## src/rtl/gpu_pkg.sv

```systemverilog
// Shared constants, register map and types for the GPU rectangle-fill engine.
// Coordinates are packed {y,x} so a point doubles as a VRAM address.
package gpu_pkg;

  localparam int H_RES   = 160;
  localparam int V_RES   = 120;
  localparam int XW      = 8;
  localparam int YW      = 7;
  localparam int DW      = 8;
  localparam int VRAM_AW = XW + YW;

  localparam logic [1:0] REG_P0    = 2'd0;
  localparam logic [1:0] REG_P1    = 2'd1;
  localparam logic [1:0] REG_COLOR = 2'd2;
  localparam logic [1:0] REG_CTRL  = 2'd3;

  localparam int CTRL_START = 0;
  localparam int CTRL_ABORT = 1;

  typedef enum logic [1:0] {
    ST_IDLE,
    ST_FILL,
    ST_DONE
  } fill_state_t;

  typedef struct packed {
    logic [YW-1:0] y;
    logic [XW-1:0] x;
  } point_t;

  // Pull a point back onto the visible screen so the cursor never walks off-screen.
  function automatic point_t clip_point(input point_t p);
    point_t c;
    c = p;
    if (p.x > XW'(H_RES - 1)) c.x = XW'(H_RES - 1);
    if (p.y > YW'(V_RES - 1)) c.y = YW'(V_RES - 1);
    return c;
  endfunction

endpackage

```

## src/rtl/gpu_rect_fill_if.sv

```systemverilog
// Bus bundle between the I/O decoder / passthrough source and the fill engine,
// including the VRAM write stream and status the engine drives back.
interface gpu_rect_fill_if;
  import gpu_pkg::*;

  logic               cfg_we;
  logic [1:0]         cfg_sel;
  logic [31:0]        cfg_data;
  logic               px_we_i;
  logic [VRAM_AW-1:0] px_addr_i;
  logic [DW-1:0]      px_data_i;
  logic               v_we_o;
  logic [VRAM_AW-1:0] v_addr_o;
  logic [DW-1:0]      v_data_o;
  logic               busy_o;
  logic               done_o;

  modport master (
    output cfg_we, cfg_sel, cfg_data, px_we_i, px_addr_i, px_data_i,
    input  v_we_o, v_addr_o, v_data_o, busy_o, done_o
  );

  modport slave (
    input  cfg_we, cfg_sel, cfg_data, px_we_i, px_addr_i, px_data_i,
    output v_we_o, v_addr_o, v_data_o, busy_o, done_o
  );

endinterface

```

## src/rtl/gpu_rect_fill_cursor.sv

```systemverilog
// Raster cursor for the fill engine: walks x0..x1 then steps y, and flags the
// final pixel. A load presents the new start point combinationally that same cycle.
module rect_cursor
  import gpu_pkg::*;
(
  input  logic   clk,
  input  logic   rst_n,
  input  logic   load,
  input  logic   advance,
  input  point_t lo,
  input  point_t hi,
  output point_t pos_o,
  output logic   last_o
);

  point_t        cur_q;
  point_t        hi_q;
  logic [XW-1:0] x0_q;

  point_t        base;
  point_t        bound;
  point_t        nxt;
  logic [XW-1:0] x0;

  // On a load the bounds come straight from the inputs, so the first pixel can
  // be emitted on the start edge itself.
  always_comb begin
    base  = load ? lo : cur_q;
    bound = load ? hi : hi_q;
    x0    = load ? lo.x : x0_q;
    nxt   = base;
    if (base.x == bound.x) begin
      nxt.x = x0;
      nxt.y = base.y + 1'b1;
    end else begin
      nxt.x = base.x + 1'b1;
    end
  end

  assign pos_o  = base;
  assign last_o = (base == bound);

  always_ff @(posedge clk or negedge rst_n) begin
    if (!rst_n) begin
      cur_q <= '0;
      hi_q  <= '0;
      x0_q  <= '0;
    end else if (load) begin
      x0_q  <= lo.x;
      hi_q  <= hi;
      cur_q <= advance ? nxt : lo;
    end else if (advance) begin
      cur_q <= nxt;
    end
  end

endmodule

```

## src/rtl/gpu_rect_fill.sv

```systemverilog
// MMIO rectangle-fill engine in front of the VRAM write port. Passthrough
// pixel writes always win; a queued fill uses every otherwise idle cycle.
module gpu_rect_fill
  import gpu_pkg::*;
(
  input  logic            clk,
  input  logic            rst_n,
  gpu_rect_fill_if.slave  bus
);

  point_t        p0_q;
  point_t        p1_q;
  logic [DW-1:0] color_q;
  logic [DW-1:0] snap_color_q;
  fill_state_t   state_q;

  logic          ctrl_wr;
  logic          start_req;
  logic          abort_req;
  point_t        p0_clip;
  point_t        p1_clip;
  logic          empty_rect;
  logic          load;
  logic          emit;
  point_t        pos;
  logic          last;
  logic [DW-1:0] fill_color;
  logic          unused_cfg;

  assign ctrl_wr    = bus.cfg_we && (bus.cfg_sel == REG_CTRL);
  assign start_req  = ctrl_wr && bus.cfg_data[CTRL_START] && !bus.cfg_data[CTRL_ABORT];
  assign abort_req  = ctrl_wr && bus.cfg_data[CTRL_ABORT];
  assign p0_clip    = clip_point(p0_q);
  assign p1_clip    = clip_point(p1_q);
  assign empty_rect = (p0_clip.x > p1_clip.x) || (p0_clip.y > p1_clip.y);
  assign load       = (state_q == ST_IDLE) && start_req && !empty_rect;
  assign emit       = !bus.px_we_i && (load || ((state_q == ST_FILL) && !abort_req));
  assign fill_color = load ? color_q : snap_color_q;
  assign unused_cfg = ^bus.cfg_data[31:VRAM_AW];

  rect_cursor u_cursor (
    .clk     (clk),
    .rst_n   (rst_n),
    .load    (load),
    .advance (emit),
    .lo      (p0_clip),
    .hi      (p1_clip),
    .pos_o   (pos),
    .last_o  (last)
  );

  // Programming registers stay writable during a fill; the fill runs from its snapshot.
  always_ff @(posedge clk or negedge rst_n) begin
    if (!rst_n) begin
      p0_q    <= '0;
      p1_q    <= '0;
      color_q <= '0;
    end else if (bus.cfg_we) begin
      case (bus.cfg_sel)
        REG_P0:    p0_q    <= point_t'(bus.cfg_data[VRAM_AW-1:0]);
        REG_P1:    p1_q    <= point_t'(bus.cfg_data[VRAM_AW-1:0]);
        REG_COLOR: color_q <= bus.cfg_data[DW-1:0];
        default:   ;
      endcase
    end
  end

  // done_o is raised together with the final pixel write, marking the DONE cycle.
  always_ff @(posedge clk or negedge rst_n) begin
    if (!rst_n) begin
      state_q      <= ST_IDLE;
      snap_color_q <= '0;
      bus.v_we_o   <= 1'b0;
      bus.v_addr_o <= '0;
      bus.v_data_o <= '0;
      bus.busy_o   <= 1'b0;
      bus.done_o   <= 1'b0;
    end else begin
      bus.v_we_o <= 1'b0;
      bus.done_o <= 1'b0;
      if (bus.px_we_i) begin
        bus.v_we_o   <= 1'b1;
        bus.v_addr_o <= bus.px_addr_i;
        bus.v_data_o <= bus.px_data_i;
      end else if (emit) begin
        bus.v_we_o   <= 1'b1;
        bus.v_addr_o <= pos;
        bus.v_data_o <= fill_color;
      end

      case (state_q)
        ST_IDLE: begin
          if (start_req) begin
            snap_color_q <= color_q;
            bus.busy_o   <= 1'b1;
            if (empty_rect || (emit && last)) begin
              state_q    <= ST_DONE;
              bus.done_o <= 1'b1;
            end else begin
              state_q <= ST_FILL;
            end
          end
        end
        ST_FILL: begin
          if (abort_req) begin
            state_q    <= ST_IDLE;
            bus.busy_o <= 1'b0;
          end else if (emit && last) begin
            state_q    <= ST_DONE;
            bus.done_o <= 1'b1;
          end
        end
        ST_DONE: begin
          state_q    <= ST_IDLE;
          bus.busy_o <= 1'b0;
        end
        default: begin
          state_q    <= ST_IDLE;
          bus.busy_o <= 1'b0;
        end
      endcase
    end
  end

endmodule

```

## src/flat_wrapper.sv

```systemverilog
// flat-port wrapper written by rule: the top's interface ports become plain ports
module gpu_rect_fill_flat import gpu_pkg::*;
  (clk, rst_n, bus_cfg_we, bus_cfg_sel, bus_cfg_data, bus_px_we_i, bus_px_addr_i, bus_px_data_i, bus_v_we_o, bus_v_addr_o, bus_v_data_o, bus_busy_o, bus_done_o);
  gpu_rect_fill_if bus_i ();
  input  logic clk;
  input  logic rst_n;
  input wire logic [$bits(bus_i.cfg_we)-1:0] bus_cfg_we;
  input wire logic [$bits(bus_i.cfg_sel)-1:0] bus_cfg_sel;
  input wire logic [$bits(bus_i.cfg_data)-1:0] bus_cfg_data;
  input wire logic [$bits(bus_i.px_we_i)-1:0] bus_px_we_i;
  input wire logic [$bits(bus_i.px_addr_i)-1:0] bus_px_addr_i;
  input wire logic [$bits(bus_i.px_data_i)-1:0] bus_px_data_i;
  output wire logic [$bits(bus_i.v_we_o)-1:0] bus_v_we_o;
  output wire logic [$bits(bus_i.v_addr_o)-1:0] bus_v_addr_o;
  output wire logic [$bits(bus_i.v_data_o)-1:0] bus_v_data_o;
  output wire logic [$bits(bus_i.busy_o)-1:0] bus_busy_o;
  output wire logic [$bits(bus_i.done_o)-1:0] bus_done_o;
  assign bus_i.cfg_we = bus_cfg_we;
  assign bus_i.cfg_sel = bus_cfg_sel;
  assign bus_i.cfg_data = bus_cfg_data;
  assign bus_i.px_we_i = bus_px_we_i;
  assign bus_i.px_addr_i = bus_px_addr_i;
  assign bus_i.px_data_i = bus_px_data_i;
  assign bus_v_we_o = bus_i.v_we_o;
  assign bus_v_addr_o = bus_i.v_addr_o;
  assign bus_v_data_o = bus_i.v_data_o;
  assign bus_busy_o = bus_i.busy_o;
  assign bus_done_o = bus_i.done_o;
  gpu_rect_fill u_core (.clk(clk), .rst_n(rst_n), .bus(bus_i));
endmodule
```

## config.mk

```make
export PLATFORM = sky130hd
export DESIGN_NAME = gpu_rect_fill_flat
export DESIGN_NICKNAME = d
export VERILOG_FILES = /design/src/rtl/gpu_pkg.sv /design/src/rtl/gpu_rect_fill_if.sv /design/src/rtl/gpu_rect_fill_cursor.sv /design/src/rtl/gpu_rect_fill.sv /design/src/flat_wrapper.sv
export SDC_FILE = /design/constraint.sdc
export NUM_CORES = 1
export LEC_CHECK = 0
export CAP_MARGIN = 20
export CORE_MARGIN = 2
export CORE_UTILIZATION = 50
export DETAILED_ROUTE_END_ITERATION = 16
export PLACE_DENSITY = 0.86
export SYNTH_ARGS = -nofsm -noshare
export SYNTH_HDL_FRONTEND = slang
export SYNTH_HIERARCHICAL = 1
export SYNTH_SLANG_ARGS = --single-unit
```

## constraint.sdc

```tcl
create_clock -name clk -period 3.9 [get_ports clk]
set_clock_uncertainty 0.1 [all_clocks]
set_input_delay 0.39 -clock clk [delete_from_list [all_inputs] [get_ports clk]]
set_output_delay 0.39 -clock clk [all_outputs]
set_load 0.05 [all_outputs]
```

======== Yosys cells after proc, flatten, opt, wreduce, memory -nomap -nowiden ========
Cells that the tools add are included.
storage, ports and cells
  register bits ........................... 112
  input bits .............................. 61
  output and inout bits ................... 26
  logic and storage cells ................. 92
cells by class
  add/sub/neg operators ................... 2
  $lt $le $gt $ge ......................... 6
  eq/ne operators ......................... 9
  mux-type cells .......................... 32
  reductions and logical operators ........ 26
operators by type and width
  kind                                                                    count
  15-bit two-way mux                                                      7
  8-bit two-way mux                                                       7
  7-bit two-way mux                                                       3
  8-bit greater-than comparator (second input constant)                   2
  15-bit equality test                                                    1
  7-bit greater-than comparator (second input constant)                   2
  2-bit AND reduction                                                     6
  1-bit logical AND                                                       9
  8-bit by 1-bit adder with 8-bit output (second input constant)          1
  8-bit equality test                                                     1
  8-bit greater-than comparator                                           1
  1-bit two-way mux                                                       8
  2-bit two-way mux                                                       4
  7-bit by 1-bit adder with 7-bit output (second input constant)          1
  7-bit greater-than comparator                                           1
  2-bit by 1-bit equality test with 1-bit output (second input constant)  2
  2-bit equality test (second input constant)                             2
  1-bit logical NOT                                                       4
  2-bit logical NOT                                                       2
  2-bit by 1-bit != test with 1-bit output (second input constant)        2
  1-bit case mux with 2 select lines                                      2
  2-bit case mux with 2 select lines                                      1
  2-bit nonzero test                                                      2
  1-bit logical OR                                                        3
  3-bit by 2-bit != test with 1-bit output (second input constant)        1

======== Longest topological paths before layout ========
Gate-level depths: netlist of the first run.
  depth after elaboration ................. 13
  mapped depth ............................ 22
  mapped depth without buffers ............ 17

======== By module ========
Netlist of the first run, hierarchy kept.
modules (own cells, without submodules)
  module         instances  cells an instance  area an instance (µm²)
  gpu_rect_fill  1          371                3,881.2
  rect_cursor    1          201                2,263.4

======== Worst setup path after synthesis of the first run ========
Ideal clock, no wire load.
  path kind ............................... reg-to-reg
  start ................................... reg u_core/p0_q[6] (netlist name)
  end ..................................... reg u_core.bus.done_o
  setup time .............................. 0.083 ns
  data arrival time ....................... 3.882 ns
  required time ........................... 3.717 ns
  slack ................................... -0.166 ns
  stages on the path, launching flop included .. 20
  path buffers ............................ 4
  cell sequence ........................... dfrtp_1 o21ai_0 nand2b_1 ha_1 nor2b_1 o211ai_1 a211o_1 and3_1 buf_6 clkbuf_1 and2_1 buf_6 buf_12 mux2_2 xnor2_1 or3b_1 nor3_1 and4_1 nand3_1 o21ai_0
RTL lines
  element                 RTL line                text
  start, declared         gpu_rect_fill.sv:11     point_t p0_q;
  start signal, assigned  gpu_rect_fill.sv:60     REG_P0: p0_q <= point_t'(bus.cfg_data[VRAM_AW-1:0]);
  end signal, assigned    gpu_rect_fill.sv:77     bus.done_o <= 1'b0;
  end signal, assigned    gpu_rect_fill.sv:80     bus.done_o <= 1'b0;
  end signal, assigned    gpu_rect_fill.sv:98     bus.done_o <= 1'b1;
  end, declared           gpu_rect_fill_if.sv:25  output v_we_o, v_addr_o, v_data_o, busy_o, done_o

==> metrics.csv, run 1 <==
metric;value;unit
dpl hpwl;10800;um
WL final;16000;um
Setup violations, final;0;
maximum vdd drop;333;uV
Mapped Area;6140;um^2
synthesized flop and latch total;112;
Worst EP arrival;3.98;ns
Netlist cell types;55;
Lkg Pwr;3.32;nW
post-synthesis sequential area ratio;0.456;
layout cell share with drive strength beyond 1;0.249;
WP buf/inv;2;
critical path class;flop to flop;
Final Max Slew Viols;0;
Worst setup EP type;flop;
Skew-Pair Late Insertion Delay;0.35;ns
Mean Syn Cell Area;10.7;um^2
core box area;12000;um^2
Final Critical Period;3.85;ns
Setup TNS;0;ns
starting density of the core;0.512;
Hold Vio Cnt, Final;0;
CTS sink count;112;
Syn. warnings;6;
drt via density;6.18;
status;complete, no violations;
initial drt markers;528;
CTS tree;done;
num rows;40;
worst-path cell chain;buf_4, nor2b_1, ha_1, a21oi_1, o21ai_0, o21ai_1, and3_1, and2_4, buf_12, mux2_2, xor2_4, and4_2, a21oi_1, o31ai_1;
critical path launch point type;flop;
die area;13200;um^2
Met3 Wirelength;906;um
met2 routed WL;8250;um
max-cap violations;0;
Chip Width;115;um
Largest delay share family, worst path;simple AND/OR/NAND/NOR gates;
crit path from;u_core/p0_q[7];
asr flop ratio synth;1.00;
minimum hold slack;0.0109;ns
CTS Buffer Depth;2;
largest net degree at the start of global routing;64;
port bufs;69;
fin crit share;0.986;
DR DRC count;0;
vias in the first global route;4993;
Wirelength per Cell;19.7;um
Worst Tran Pin Value;0.928;ns
Worst path slowest cell;dfrtp_1;
Die Ht;115;um
Most common cell on crit path;a21oi_1;
cells after synthesis;572;
met1 WL;6360;um
total clock buffers created by CTS;9;
first-pass detailed-route iteration total;5;
Max Freq;260;MHz
Post-synth EDFFs;0;
most frequent cells in the layout;112 x dfrtp_1, 71 x mux2_2, 67 x clkdlybuf4s50_1, 46 x buf_4, 46 x nand2_1;
H-tree depth;3;
Reg2Reg Depth;14;
total grt overflow;0;
most common cell after layout, fill and taps aside;dfrtp_1;
RSZ-0062 raised after global routing;yes;
NumNets Final;740;
slew margin rel.;0.381;
GR Util All Layers;0.235;
final core occ;0.632;
Pwr Density;676;nW/um^2
worst flop-to-flop path endpoint;u_core/u_cursor/cur_q[1];
first-pass GRT wire length;24300;um
DR vias;5027;
area growth from synthesis to final layout;23.6;%
worst r2r src;u_core/p0_q[7];
Synthesized Nets;650;
clock slew at reported path FFs;0.07;ns
initial antenna violation count;0;
IO Pins;87;
ANT cells;0;
crit-path max cell delay;0.43;ns
ys flop type;dfrtp_1;
DRT antenna net count;0;
Reg2Reg Setup Slack;0.05;ns
Worst Path Required;4.03;ns
Root Buffer Master;clkbuf_16;
GPL Wtd Cong;0.935;
Min-Delay Path Class;input port to asynchronous set/reset pin;
Critical Path Sink;u_core/u_cursor/cur_q[1];
CP max FO;11;
CTS Hold Bufs;0;
top sig layer;met4;
critical path depth;14;
## layout make-up
type,instances,area (um^2)
Tap cell,147,184
Multi-Input combinational cell,392,3140
Timing Repair Buffer,116,1070
Inverter,31,116
Clock inverter,3,42.5
Sequential cell,112,2800
Fill cell,880,4420
Clock buffer,13,240
## synthesized netlist by cell type (all sizes together) (11+ instances only)
master | number | share of area
nand2 | 46 | 0.028
o221a | 15 | 0.027
mux2i | 13 | 0.026
o21ai | 31 | 0.025
ha | 17 | 0.035
xnor2 | 20 | 0.029
nand2b | 12 | 0.012
mux2 | 73 | 0.13
buf | 13 | 0.020
a21oi | 12 | 0.0098
nor2 | 29 | 0.018
dfrtp | 112 | 0.46
clkbuf | 24 | 0.015
a31oi | 11 | 0.011
inv | 31 | 0.019
o22ai | 18 | 0.018
## flip-flops by register name, indices dropped and copies added, names as in the netlist
signal,cells
u_core/p0_q,15
u_core/p1_q,15
u_core/bus.v_addr_o,15
u_core/u_cursor/hi_q,15
u_core/bus.busy_o,1
u_core/snap_color_q,8
u_core/bus.done_o,1
u_core/bus.v_we_o,1
u_core/u_cursor/cur_q,15
u_core/bus.v_data_o,8
u_core/u_cursor/x0_q,8
u_core/state_q,2
u_core/color_q,8
## metal layers
layer,GRT usage,vias to the layer above
met5,0,-
met4,0.0988,0
met3,0.0401,63
met2,0.412,246
met1,0.287,2482
li1,-,2236
## per-stage QoR
| stage | std cells | instance area, um^2 | setup WS, ns | power, mW |
|---|---|---|---|---|
| floorplan | 572 | 6150 | 0.0273 | 3.32 |
| global placement | 786 | 7080 | 0.105 | 3.90 |
| finish | 814 | 7590 | 0.0535 | 5.13 |
| global route | 814 | 7590 | -0.124 | 5.38 |
| detailed placement | 786 | 7080 | -0.0629 | 4.01 |
| CTS | 802 | 7380 | -0.00862 | 4.94 |
## timing repair
item,in CTS,in global routing
gates cloned,0,1
endpoints found under the hold margin,0,0
gates resized for setup,2,26
setup endpoints to repair,11,19
buffers inserted,0,11
pin swaps,0,8
## cell families after synthesis
family | count (synthesis) | share of synthesized area
DFF | 112 | 0.456
and+or+nand+nor | 151 | 0.130
buffers and inverters | 68 | 0.0533
muxes | 86 | 0.160
adders and majority gates | 17 | 0.0346
AOI/OAI and AO/OA | 114 | 0.131
xor gates and xnor gates | 24 | 0.0342
## worst register-to-register path, delay by kind of cell (launching register included)
kind	cells	cell delay (ns)
AOI/OAI and AO/OA	5	0.98
DFF	1	0.43
buffers and inverters	2	0.36
adders and majority gates	1	0.29
xor gates and xnor gates	1	0.18
muxes	1	0.40
and+or+nand+nor	4	1.00
## worst min path at each step
| stage | cells past startpoint | to | slack [ns] | startpoint |
|---|---|---|---|---|
| 2_1_floorplan | 0 | u_core/bus.busy_o | -0.006 | rst_n |
| 3_3_place_gp | 1 | u_core/bus.v_data_o[6] | 0.38 | u_core/bus.v_data_o[6] |
| 3_5_place_dp | 1 | u_core/bus.v_data_o[6] | 0.38 | u_core/bus.v_data_o[6] |
| 4_1_cts | 1 | u_core/p1_q[10] | 0.05 | rst_n |
| 5_1_grt | 1 | u_core/bus.v_we_o | 0.08 | rst_n |
| 6_report | 1 | u_core/bus.v_we_o | 0.01 | rst_n |
## power breakdown
group / switching (mW) / internal [mW]
logic: 1.45 / 1.04
clock network: 0.399 / 0.499
registers: 0.233 / 1.51
total: 2.08 / 3.05
No activity file was read; power rests on OpenSTA's default activity.
==> inputs of run 2 (changes only) <==
Settings changed: CORE_UTILIZATION 50 to 45, PLACE_DENSITY 0.86 to 0.79.
==> run 2 against run 1 <==
Compared with the run above: via count shrank 4.4%; global-route usage down 2.8 points; largest cell class unchanged; final area increased by 1.4%; largest power group unchanged; sequential cell count unchanged.
==> metrics.csv, run 2 (same netlist as run 1, synthesis figures left out) <==
metric;value;unit;change
drt via density;5.74;;-7.0%
placed cell count;813;;+3.4%
dpl hpwl;10600;um;-1.4%
gr busiest metal;met2;;
met1 usage;0.262;;-0.0252
WL final;15200;um;-5.4%
status;complete, no violations;;
Chip Width;121;um;+5.2%
DRT antenna net count;0;;unchanged
Worst Path Required;4.02;ns;about the same
# fillers;1037;;+18%
H-tree depth;3;;unchanged
critical path class;flop to flop;;
Hold Crit Depth;1;;
critical path depth;17;;+3
WP buf/inv;4;;+2
RSZ-0062 raised after global routing;yes;;
minimum hold slack;0.399;ns;+0.388 ns
Reg2Reg Depth;17;;+3
critical path launch point type;flop;;
switching share of power;0.408;;+0.00253
Final Max Slew Viols;0;;unchanged
Hold Vio Cnt, Final;0;;unchanged
layout cell share with drive strength beyond 1;0.257;;+0.00831
crit-path max cell delay;0.40;ns;-0.03 ns
Final Critical Period;3.84;ns;-0.00533 ns
initial drt markers;426;;-19%
Max Freq;260;MHz;+0.14%
Post-DP Area;7120;um^2;+0.48%
most frequent cells in the layout;112 x dfrtp_1, 70 x mux2_2, 67 x clkdlybuf4s50_1, 45 x nand2_1, 36 x buf_4;;
clock slew at reported path FFs;0.07;ns;about the same
Root Buffer Master;clkbuf_16;;
slew margin rel.;0.394;;+0.0127
CP max FO;7;;-4
IO Pins;87;;unchanged
DP Worst Slack;-0.0642;ns;-0.00133 ns
Worst Tran Pin Value;0.909;ns;-0.0191 ns
Design Area, Final;7690;um^2;+1.4%
first-pass GRT wire length;24000;um;-1.2%
Final WS setup;0.0589;ns;+0.00533 ns
Wirelength per Cell;18.1;um;-8.0%
CTS Buffer Depth;2;;unchanged
DR DRC count;0;;unchanged
CTS tree;done;;
initial antenna violation count;0;;unchanged
total grt overflow;0;;unchanged
share of total power in combinational logic;0.487;;+0.002
Pint;3.04;mW;-0.22%
Lkg Pwr;3.32;nW;-0.13%
num rows;42;;+5.0%
Largest delay share family, worst path;simple AND/OR/NAND/NOR gates;;
CTS sink count;112;;unchanged
NumNets Final;734;;-0.81%
vias in the first global route;4866;;-2.5%
met2 Usage GRT;0.355;;-0.0572
Die Ht;121;um;+5.2%
most common cell after layout, fill and taps aside;dfrtp_1;;
total clock buffers created by CTS;9;;unchanged
Worst EP arrival;3.96;ns;-0.02 ns
starting density of the core;0.462;;-0.0494
DR vias;4807;;-4.4%
Net Sw Power;2.10;mW;+0.83%
Most common cell on crit path;buf_4;;
power share of the clock group;0.173;;-0.002
Worst path slowest cell;dfrtp_1;;
core box area;13300;um^2;+11%
largest net degree at the start of global routing;88;;+38%
die area;14600;um^2;+11%
Worst setup EP type;flop;;
max-cap violations;0;;unchanged
maximum vdd drop;309;uV;-7.0%
Setup violations, final;0;;unchanged
area growth from synthesis to final layout;25.2;%;
met3 Use GR;0.0381;;-0.00200
Pwr Density;668;nW/um^2;-1.1%
GPL Wtd Cong;0.928;;-0.73%
Min-Delay Path Class;flop to flop;;
Skew-Pair Late Insertion Delay;0.35;ns;about the same
GR Util All Layers;0.207;;-0.0280
ANT cells;0;;unchanged
fin crit share;0.985;;-0.00137
sequential power share;0.340;;about the same
fin cells;837;;+2.8%
worst-path cell chain;o21ai_2, buf_4, nand2b_1, ha_4, nand4_1, nor2_1, a211o_1, and3_1, and2_4, buf_12, mux2_4, xor2_2, nand4_4, buf_4, buf_4, nor4_2, a211oi_1;;
port bufs;69;;unchanged
first-pass detailed-route iteration total;5;;unchanged
## run 2: layer usage
layer / share of wire / routed length (um)
met1: 0.43 / 6460
met2: 0.51 / 7730
met3: 0.040 / 608
met4: 0.024 / 367
met5: 0 / 0
## run 2: final timing paths
check                                  startpoint                       end  slack [ns]
min in group asynchronous                   rst_n           u_core/p0_q[14]        0.44
min                        u_core/bus.v_data_o[4]    u_core/bus.v_data_o[4]        0.40
max in group asynchronous                   rst_n    u_core/bus.v_addr_o[1]        2.54
max                                u_core/p0_q[5]  u_core/u_cursor/cur_q[3]        0.06
max reg2reg                        u_core/p0_q[5]  u_core/u_cursor/cur_q[3]        0.06
min reg2reg                u_core/bus.v_data_o[4]    u_core/bus.v_data_o[4]        0.40
## run 2: layout make-up
cell class / count / area (um^2) / area share
tap: 176 / 220 / 0.0286
timing repair buffer: 110 / 1060 / 0.138
inverter: 31 / 116 / 0.0151
clock buffer: 11 / 253 / 0.0328
clock inverter: 5 / 31.3 / 0.00407
multi-input combinational: 392 / 3210 / 0.417
sequential: 112 / 2800 / 0.364
## run 2: through the flow
| step | setup TNS, ns | power, mW | util |
|---|---|---|---|
| after detailed placement | -0.0747 | 3.99 | 0.535 |
| after global routing | -0.541 | 5.42 | 0.579 |
| after CTS | 0 | 4.89 | 0.558 |
| after global placement | 0 | 3.88 | 0.535 |
| final | 0 | 5.14 | 0.579 |
| after floorplan | 0 | 3.32 | - |
## run 2: power groups by stage
| stage | combinational [mW] | sequential, mW | clock (mW) |
|---|---|---|---|
| after floorplan | 1.31 | 2.00 | 0 |
| after global placement | 2.16 | 1.73 | 0 |
| after detailed placement | 2.24 | 1.75 | 0 |
| after CTS | 2.26 | 1.73 | 0.897 |
| after global routing | 2.68 | 1.79 | 0.951 |
| final | 2.50 | 1.75 | 0.888 |
## run 2: timing repair
action | 4_1_cts | 5_1_grt
hold buffers | 0 | 1
pin swaps | 0 | 5
setup endpoints to repair | 4 | 17
buffers inserted | 0 | 5
endpoints found under the hold margin | 0 | 33
gates cloned | 0 | 1
resized for setup | 5 | 34
